$ cat config.mk
export PLATFORM = sky130hd
export DESIGN_NAME = seq_binary_to_bcd
export DESIGN_NICKNAME = d
export VERILOG_FILES = /design/src/rtl/bcd_pkg.sv /design/src/rtl/bcd_digit_adj.sv /design/src/rtl/seq_binary_to_bcd.sv
export SDC_FILE = /design/constraint.sdc
export NUM_CORES = 1
export LEC_CHECK = 0
export CAP_MARGIN = 0
export CORE_ASPECT_RATIO = 0.9
export CORE_MARGIN = 4
export CORE_UTILIZATION = 54
export DETAILED_ROUTE_END_ITERATION = 10
export GPL_TIMING_DRIVEN = 1
export PLACE_DENSITY = 0.76
export SLEW_MARGIN = 25
export SYNTH_ARGS = -nofsm -noshare
export SYNTH_HDL_FRONTEND = slang
export SYNTH_SLANG_ARGS = --single-unit
$ cat constraint.sdc
create_clock -name clk -period 2.4 [get_ports clk]
set_input_delay 0.72 -clock clk [delete_from_list [all_inputs] [get_ports clk]]
set_output_delay 0.72 -clock clk [all_outputs]
set_load 0.1 [all_outputs]
$ cat src/rtl/bcd_pkg.sv
// Shared definitions for the sequential binary-to-BCD converter.
//   DIGIT_W : width of one BCD digit
//   state_e : converter FSM states
//   pow10   : constant 10**n, used for the saturation limit
//   clog2   : constant ceil(log2(v)), used for counter sizing
package bcd_pkg;

    localparam int unsigned DIGIT_W = 4;

    typedef enum logic [1:0] {
        IDLE,
        SHIFT,
        FINISH
    } state_e;

    // 64-bit result; adequate for DIGITS up to 19.
    function automatic logic [63:0] pow10(input int unsigned n);
        logic [63:0] r;
        r = 64'd1;
        for (int unsigned i = 0; i < n; i++) begin
            r = r * 64'd10;
        end
        return r;
    endfunction

    function automatic int unsigned clog2(input int unsigned v);
        int unsigned r;
        r = 0;
        while ((64'd1 << r) < 64'(v)) begin
            r = r + 1;
        end
        return r;
    endfunction

endpackage

$ cat src/rtl/bcd_digit_adj.sv
// One double-dabble digit correction: add 3 when the digit is 5 or more, so the
// following left shift carries into the next decade.
//   din  : working BCD digit (0..9)
//   dout : corrected digit
module bcd_digit_adj
    import bcd_pkg::*;
(
    input  logic [DIGIT_W-1:0] din,
    output logic [DIGIT_W-1:0] dout
);

    always_comb begin
        dout = (din >= 4'd5) ? din + 4'd3 : din;
    end

endmodule

$ cat src/rtl/seq_binary_to_bcd.sv
// Multi-cycle binary-to-BCD converter (double-dabble, one input bit per clock).
// A start in IDLE or FINISH captures binary; BIN_W shift cycles follow, then a
// one-cycle FINISH with done high. Results saturate to all nines on overflow
// and are held until the next done.
//
// Ports:
//   clk      : system clock
//   reset    : asynchronous active-high reset
//   start    : conversion request, ignored while busy
//   binary   : unsigned input, captured on an accepted start
//   busy     : conversion in progress
//   done     : one-cycle pulse, bcd_data/overflow updated
//   bcd_data : packed BCD result, units digit in [3:0]
//   overflow : last result exceeded 10**DIGITS-1 and was saturated
//   blank    : (BCD_BLANK_EN only) leading-zero blanking mask per digit
//
// Optional feature macro: BCD_BLANK_EN adds the blank output.
module seq_binary_to_bcd
    import bcd_pkg::*;
#(
    parameter int unsigned BIN_W  = 10,
    parameter int unsigned DIGITS = 4
) (
    input  logic                      clk,
    input  logic                      reset,
    input  logic                      start,
    input  logic [BIN_W-1:0]          binary,
    output logic                      busy,
    output logic                      done,
    output logic [DIGIT_W*DIGITS-1:0] bcd_data,
    output logic                      overflow
`ifdef BCD_BLANK_EN
    ,
    output logic [DIGITS-1:0]         blank
`endif
);

    localparam int unsigned WORK_W = DIGIT_W * (DIGITS + 1);
    localparam int unsigned OUT_W  = DIGIT_W * DIGITS;
    localparam int unsigned CAT_W  = WORK_W + BIN_W;
    localparam int unsigned CNT_W  = clog2(BIN_W + 1);

    localparam logic [63:0] LIMIT   = pow10(DIGITS) - 64'd1;
    localparam logic [63:0] MAX_IN  = (BIN_W >= 64) ? '1 : ((64'd1 << BIN_W) - 64'd1);
    // When every input value fits, the overflow path folds to constant zero.
    localparam logic        CAN_OVF = (MAX_IN > LIMIT);

    localparam logic [OUT_W-1:0] NINES = {DIGITS{4'h9}};

    state_e             state_q, state_d;
    logic [CNT_W-1:0]   cnt_q, cnt_d;
    logic [BIN_W-1:0]   bin_q, bin_d;
    logic [WORK_W-1:0]  work_q, work_d;
    logic               ovf_q, ovf_d;
    logic [OUT_W-1:0]   bcd_q, bcd_d;
    logic               overflow_q, overflow_d;
    logic               done_q, done_d;

    logic [WORK_W-1:0]  adj;
    logic [CAT_W-1:0]   shift_cat;
    logic [WORK_W-1:0]  work_next;
    logic [BIN_W-1:0]   bin_next;

    // Extra top digit absorbs the carry so no bits are lost before saturation.
    for (genvar g = 0; g < DIGITS + 1; g++) begin : g_adj
        bcd_digit_adj u_adj (
            .din  (work_q[g*DIGIT_W +: DIGIT_W]),
            .dout (adj[g*DIGIT_W +: DIGIT_W])
        );
    end

    assign shift_cat = {adj[WORK_W-2:0], bin_q, 1'b0};
    assign work_next = shift_cat[CAT_W-1 -: WORK_W];
    assign bin_next  = shift_cat[BIN_W-1:0];

`ifdef BCD_BLANK_EN
    logic [DIGITS-1:0] blank_q, blank_d;
    logic [DIGITS-1:0] blank_calc;

    // Digit i blanks only if it and every higher digit are zero; units never blank.
    always_comb begin
        logic all_zero;
        all_zero   = 1'b1;
        blank_calc = '0;
        for (int i = int'(DIGITS) - 1; i >= 1; i--) begin
            all_zero      = all_zero & (work_next[i*DIGIT_W +: DIGIT_W] == 4'd0);
            blank_calc[i] = all_zero;
        end
    end
`endif

    always_comb begin
        state_d    = state_q;
        cnt_d      = cnt_q;
        bin_d      = bin_q;
        work_d     = work_q;
        ovf_d      = ovf_q;
        bcd_d      = bcd_q;
        overflow_d = overflow_q;
        done_d     = 1'b0;
`ifdef BCD_BLANK_EN
        blank_d    = blank_q;
`endif
        unique case (state_q)
            IDLE, FINISH: begin
                state_d = IDLE;
                if (start) begin
                    bin_d   = binary;
                    work_d  = '0;
                    cnt_d   = CNT_W'(BIN_W);
                    ovf_d   = CAN_OVF && (64'(binary) > LIMIT);
                    state_d = SHIFT;
                end
            end
            SHIFT: begin
                work_d = work_next;
                bin_d  = bin_next;
                cnt_d  = cnt_q - CNT_W'(1);
                if (cnt_q == CNT_W'(1)) begin
                    state_d    = FINISH;
                    done_d     = 1'b1;
                    bcd_d      = ovf_q ? NINES : work_next[OUT_W-1:0];
                    overflow_d = ovf_q;
`ifdef BCD_BLANK_EN
                    blank_d    = ovf_q ? '0 : blank_calc;
`endif
                end
            end
            default: state_d = IDLE;
        endcase
    end

    always_ff @(posedge clk or posedge reset) begin
        if (reset) begin
            state_q    <= IDLE;
            cnt_q      <= '0;
            bin_q      <= '0;
            work_q     <= '0;
            ovf_q      <= 1'b0;
            bcd_q      <= '0;
            overflow_q <= 1'b0;
            done_q     <= 1'b0;
`ifdef BCD_BLANK_EN
            blank_q    <= '0;
`endif
        end else begin
            state_q    <= state_d;
            cnt_q      <= cnt_d;
            bin_q      <= bin_d;
            work_q     <= work_d;
            ovf_q      <= ovf_d;
            bcd_q      <= bcd_d;
            overflow_q <= overflow_d;
            done_q     <= done_d;
`ifdef BCD_BLANK_EN
            blank_q    <= blank_d;
`endif
        end
    end

    assign busy     = (state_q == SHIFT);
    assign done     = done_q;
    assign bcd_data = bcd_q;
    assign overflow = overflow_q;
`ifdef BCD_BLANK_EN
    assign blank    = blank_q;
`endif

endmodule

# ---- Yosys cells after proc, flatten, opt, wreduce, memory -nomap -nowiden
# Cells that the tools add are included.
dict set report classes {
  n_reduce_logical 5
  magnitude_cmp 5
  n_mux 16
  n_addsub 6
  n_eq_ne 5
}
# operator n
set ops {}
lappend ops {{20-bit one-hot mux with 2 select lines} 1}
lappend ops {{4-bit by 3-bit greater-or-equal comparator with 1-bit output (second input constant)} 5}
lappend ops {{20-bit two-way mux} 1}
lappend ops {{4-bit two-way mux} 5}
lappend ops {{10-bit one-hot mux with 2 select lines} 1}
lappend ops {{4-bit by 2-bit adder with 4-bit output (second input constant)} 4}
lappend ops {{10-bit two-way mux} 1}
lappend ops {{4-bit one-hot mux with 2 select lines} 1}
lappend ops {{4-bit by 1-bit equality test with 1-bit output (second input constant)} 1}
lappend ops {{2-bit one-hot mux with 2 select lines} 1}
lappend ops {{2-bit AND reduction} 2}
lappend ops {{4-bit by 1-bit subtractor with 4-bit output (second input constant)} 1}
lappend ops {{3-bit by 2-bit adder with 3-bit output (second input constant)} 1}
lappend ops {{1-bit two-way mux} 3}
lappend ops {{3-bit two-way mux} 1}
lappend ops {{2-bit by 1-bit equality test with 1-bit output (second input constant)} 1}
lappend ops {{2-bit equality test (second input constant)} 1}
lappend ops {{2-bit logical NOT} 1}
lappend ops {{2-bit two-way mux} 1}
lappend ops {{2-bit by 1-bit != test with 1-bit output (second input constant)} 1}
lappend ops {{2-bit != test (second input constant)} 1}
lappend ops {{2-bit nonzero test} 1}
lappend ops {{2-bit OR reduction} 1}
dict set report word_totals {
  reg_bits 53
  output_inout_bits 19
  wordCells 43
}

# ---- Longest topological paths before layout
dict set report logic_depth {
  depth_word 4
  ltp_mapped 7
}

# ---- Cells and area by module
# A second synthesis with hierarchy kept.
dict set report unflattened {
  hier_cells 207
  hier_area_um2 2358.5
}
# module area_each_um2 instances seq_area_each_um2 cells_per_inst
set by_module_without_submodules {}
lappend by_module_without_submodules {seq_binary_to_bcd 1953.1 1 1226.2 143}
lappend by_module_without_submodules {bcd_digit_adj 101.3 4 0.0 16}

# ---- Worst setup path after synthesis
# OpenSTA, ideal clock, no wires.
dict set report synth_timing {
  path_type {flip-flop to output port}
  from {reg state_q[1]}
  to {out busy}
  t_required_ns 1.680
  path_slack_ns 0.542
  arrival_time_ns 1.138
  path_stages_with_launch 4
  cell_sequence {dfrtp_1 > nand2b_2 > inv_4 > buf_2}
}
dict set report synth_between {
  elab_chain_len 1
}
# item line_no
set synth_lines {}
lappend synth_lines {{from (decl)} seq_binary_to_bcd.sv:50} ;# state_e state_q, state_d;
lappend synth_lines {{from (signal assigned)} seq_binary_to_bcd.sv:147} ;# state_q <= state_d;
lappend synth_lines {{2-bit by 1-bit equality test with 1-bit output} seq_binary_to_bcd.sv:161} ;# assign busy = (state_q == SHIFT);
lappend synth_lines {{to (decl)} seq_binary_to_bcd.sv:28} ;# output logic busy,
# No other way between the ends.

# ---- Final worst setup path
# Same ends and word-level chain as after synthesis.

==> impl_metrics.json <==
{
  "drc": 0,
  "slew_violations": 0,
  "yosysTopAreaCell": "dfrtp_1",
  "hold_buffers": 0,
  "detail-route-antenna-nets": 0,
  "worstSetupPathType": "reg -> out",
  "hold_violations": 0,
  "fin_crit_sh_pct": 85.7,
  "min_path_type": "reg -> reg",
  "hpwl_mm": 2.93,
  "grt_pass1_wl_mm": 7.34,
  "htree_levels": 2,
  "ys_ff_latch": 49,
  "synth_top_area_share_pct": 52.3,
  "fin_nets": 273,
  "fp.coreArea_um2": 4130,
  "cp-end-kind": "output port",
  "die_w_um": 77.4,
  "syn2layout_area_growth_pct": 17.7,
  "grt_max_degree": 50,
  "path_max_fanout": 11,
  "cts-buffers-inserted": 5,
  "drive_gt1_share_pct": 20.8,
  "critPathMaxStageDelay_ps": 360,
  "cp.arrival_ps": 1340,
  "ctsLongestPathBuffers": 2,
  "cts_resized": 0,
  "post_cts_buffers": 0,
  "start_util_pct": 56.8,
  "setup_viol": 0,
  "cts_tree": "done",
  "vias": 1625,
  "ys_seq_area_share_pct": 52.3,
  "syn_avg_cell_area_um2": 10.8,
  "ys_top_cells_by_area": "dfrtp_1 (52%), nand2_1 (6.2%), ha_1 (5.3%), mux2_4 (4.5%), o21ai_0 (3.8%)",
  "cts.sinks": 49,
  "setup_tns_ps": 0,
  "synthCells": 217,
  "netlist_area_um2": 2340,
  "yosys_warnings": 0,
  "worstPathCellList": "nand2b_2, inv_4, buf_12",
  "status": "finished, final reports clean",
  "finClkSkew_ps": 6.25,
  "required_ps": 1680,
  "antenna_found_initial": 0,
  "netlist-cell-type-count": 32,
  "max_freq_mhz": 486,
  "synth_nets": 240,
  "slowest_stage": "dfrtp_1",
  "die_h_um": 70.5,
  "grtUsageTotal_pct": 16.8,
  "grt.overflow.total": 0,
  "num_rows": 22,
  "drtPass1Iterations": 4,
  "io_pins": 32,
  "insertion_delay_ps": 300,
  "first_global_vias": 1573,
  "finalCriticalPeriod_ps": 2060,
  "routedWlPerCell_um": 14.5,
  "gp_congestion": 0.783,
  "cap_violations": 0,
  "via_per_inst": 5.45,
  "cts.clk_slew.worst_paths_ps": 80,
  "numPortBuffers": 30,
  "cts_root_buf": "clkbuf_8",
  "num_antenna_cells": 0,
  "drt-initial-drc-count": 94,
  "cp-start-kind": "register",
  "grt_setup_unrepaired": "no",
  "dieArea_um2": 5460,
  "routed_wirelength_mm": 4.31
}
==> synth_stat cells, drive strengths merged <==
cell	count
clkbuf	2
mux2i	4
nor3b	8
a31oi	1
mux2	7
nor2b	1
inv	13
conb	1
nand2	40
nand3	5
a21oi	11
a22oi	10
clkinv	1
nor3	5
o21ai	22
nor2	1
xnor2	4
a22o	9
dfrtp	49
ha	10
buf	6
nand2b	6
a211oi	1
==> worst paths after layout <==
path                       depth (start not counted)        from  slack, ps            to
min in group asynchronous                          3       reset        770  bcd_data[13]
max in group asynchronous                          3       reset       1410      bin_q[3]
setup / recovery                                   3  state_q[1]        340          busy
hold / removal                                     2    bin_q[8]        480      bin_q[8]
setup reg to reg                                   6    cnt_q[1]        740  bcd_data[14]
hold reg to reg                                    2    bin_q[8]        480      bin_q[8]
==> worst max-delay path, delay by kind of cell (launching register included) <==
kind / cells / cell delay, ps
buf+inv: 2 / 370
flops: 1 / 360
simple gates: 1 / 300
==> placed cells by master (no fill, tap or decap), drive strengths merged <==
master         instances
a211oi                 1
a21oi                 11
a22o                   9
a22oi                 10
a31oi                  1
buf                   22
clkbuf                 7
clkdlybuf4s50         12
clkinv                 1
conb                   1
dfrtp                 49
ha                    10
inv                   13
mux2                   7
mux2i                  4
nand2                 40
nand2b                 6
nand3                  5
nor2                   1
nor2b                  1
nor3                   5
nor3b                  8
o21ai                 22
xnor2                  4
==> per-stage QoR <==
stage | hold slack, ps | setup WS (ps) | utilization [%] | cell area, um^2 | instances
2_1_floorplan | 446 | 507 | - | 2340 | 217
3_3_place_gp | 459 | 354 | 64.7 | 2670 | 291
3_5_place_dp | 465 | 337 | 64.7 | 2670 | 291
4_1_cts | 487 | 338 | 66.8 | 2760 | 298
5_1_grt | 528 | 289 | 66.8 | 2760 | 298
6_report | 483 | 344 | 66.8 | 2760 | 298
==> layer usage <==
layer | global-route usage [%] | routed length [um]
met3 | 3.22 | 141
met1 | 23.0 | 2060
met2 | 26.7 | 2050
met4 | 5.73 | 51
met5 | 0 | 0
==> layout make-up <==
type,instances,area (um^2)
clock buffers,7,86.3
well taps,48,60.1
multi-input cells,146,1010
fillers,322,1370
flip-flops and latches,49,1230
repair buffers,34,310
inverters,14,60.1
==> cells by family (layout without fill, tap and decap cells) <==
group                    count (synthesis)  in the layout  share of synthesized area (%)
AO/OA/AOI/OAI                           54             54                           15.6
adder cells (fa/ha/maj)                 10             10                           5.34
flip-flops                              49             49                           52.3
other                                    1              1                          0.160
XOR/XNOR                                 4              4                           1.49
multiplexers                            11             11                           6.19
AND/OR/NAND/NOR                         66             66                           14.5
buffers and inverters                   22             55                           4.38
==> flip-flops by register name (all words and copies together), names as in the netlist <==
register	cells
bcd_data	16
bin_q	10
cnt_q	4
done	1
state_q	2
work_q	16
Power is not shown: default switching activity piles up to over one toggle a cycle in this logic, so the estimate is an artifact.
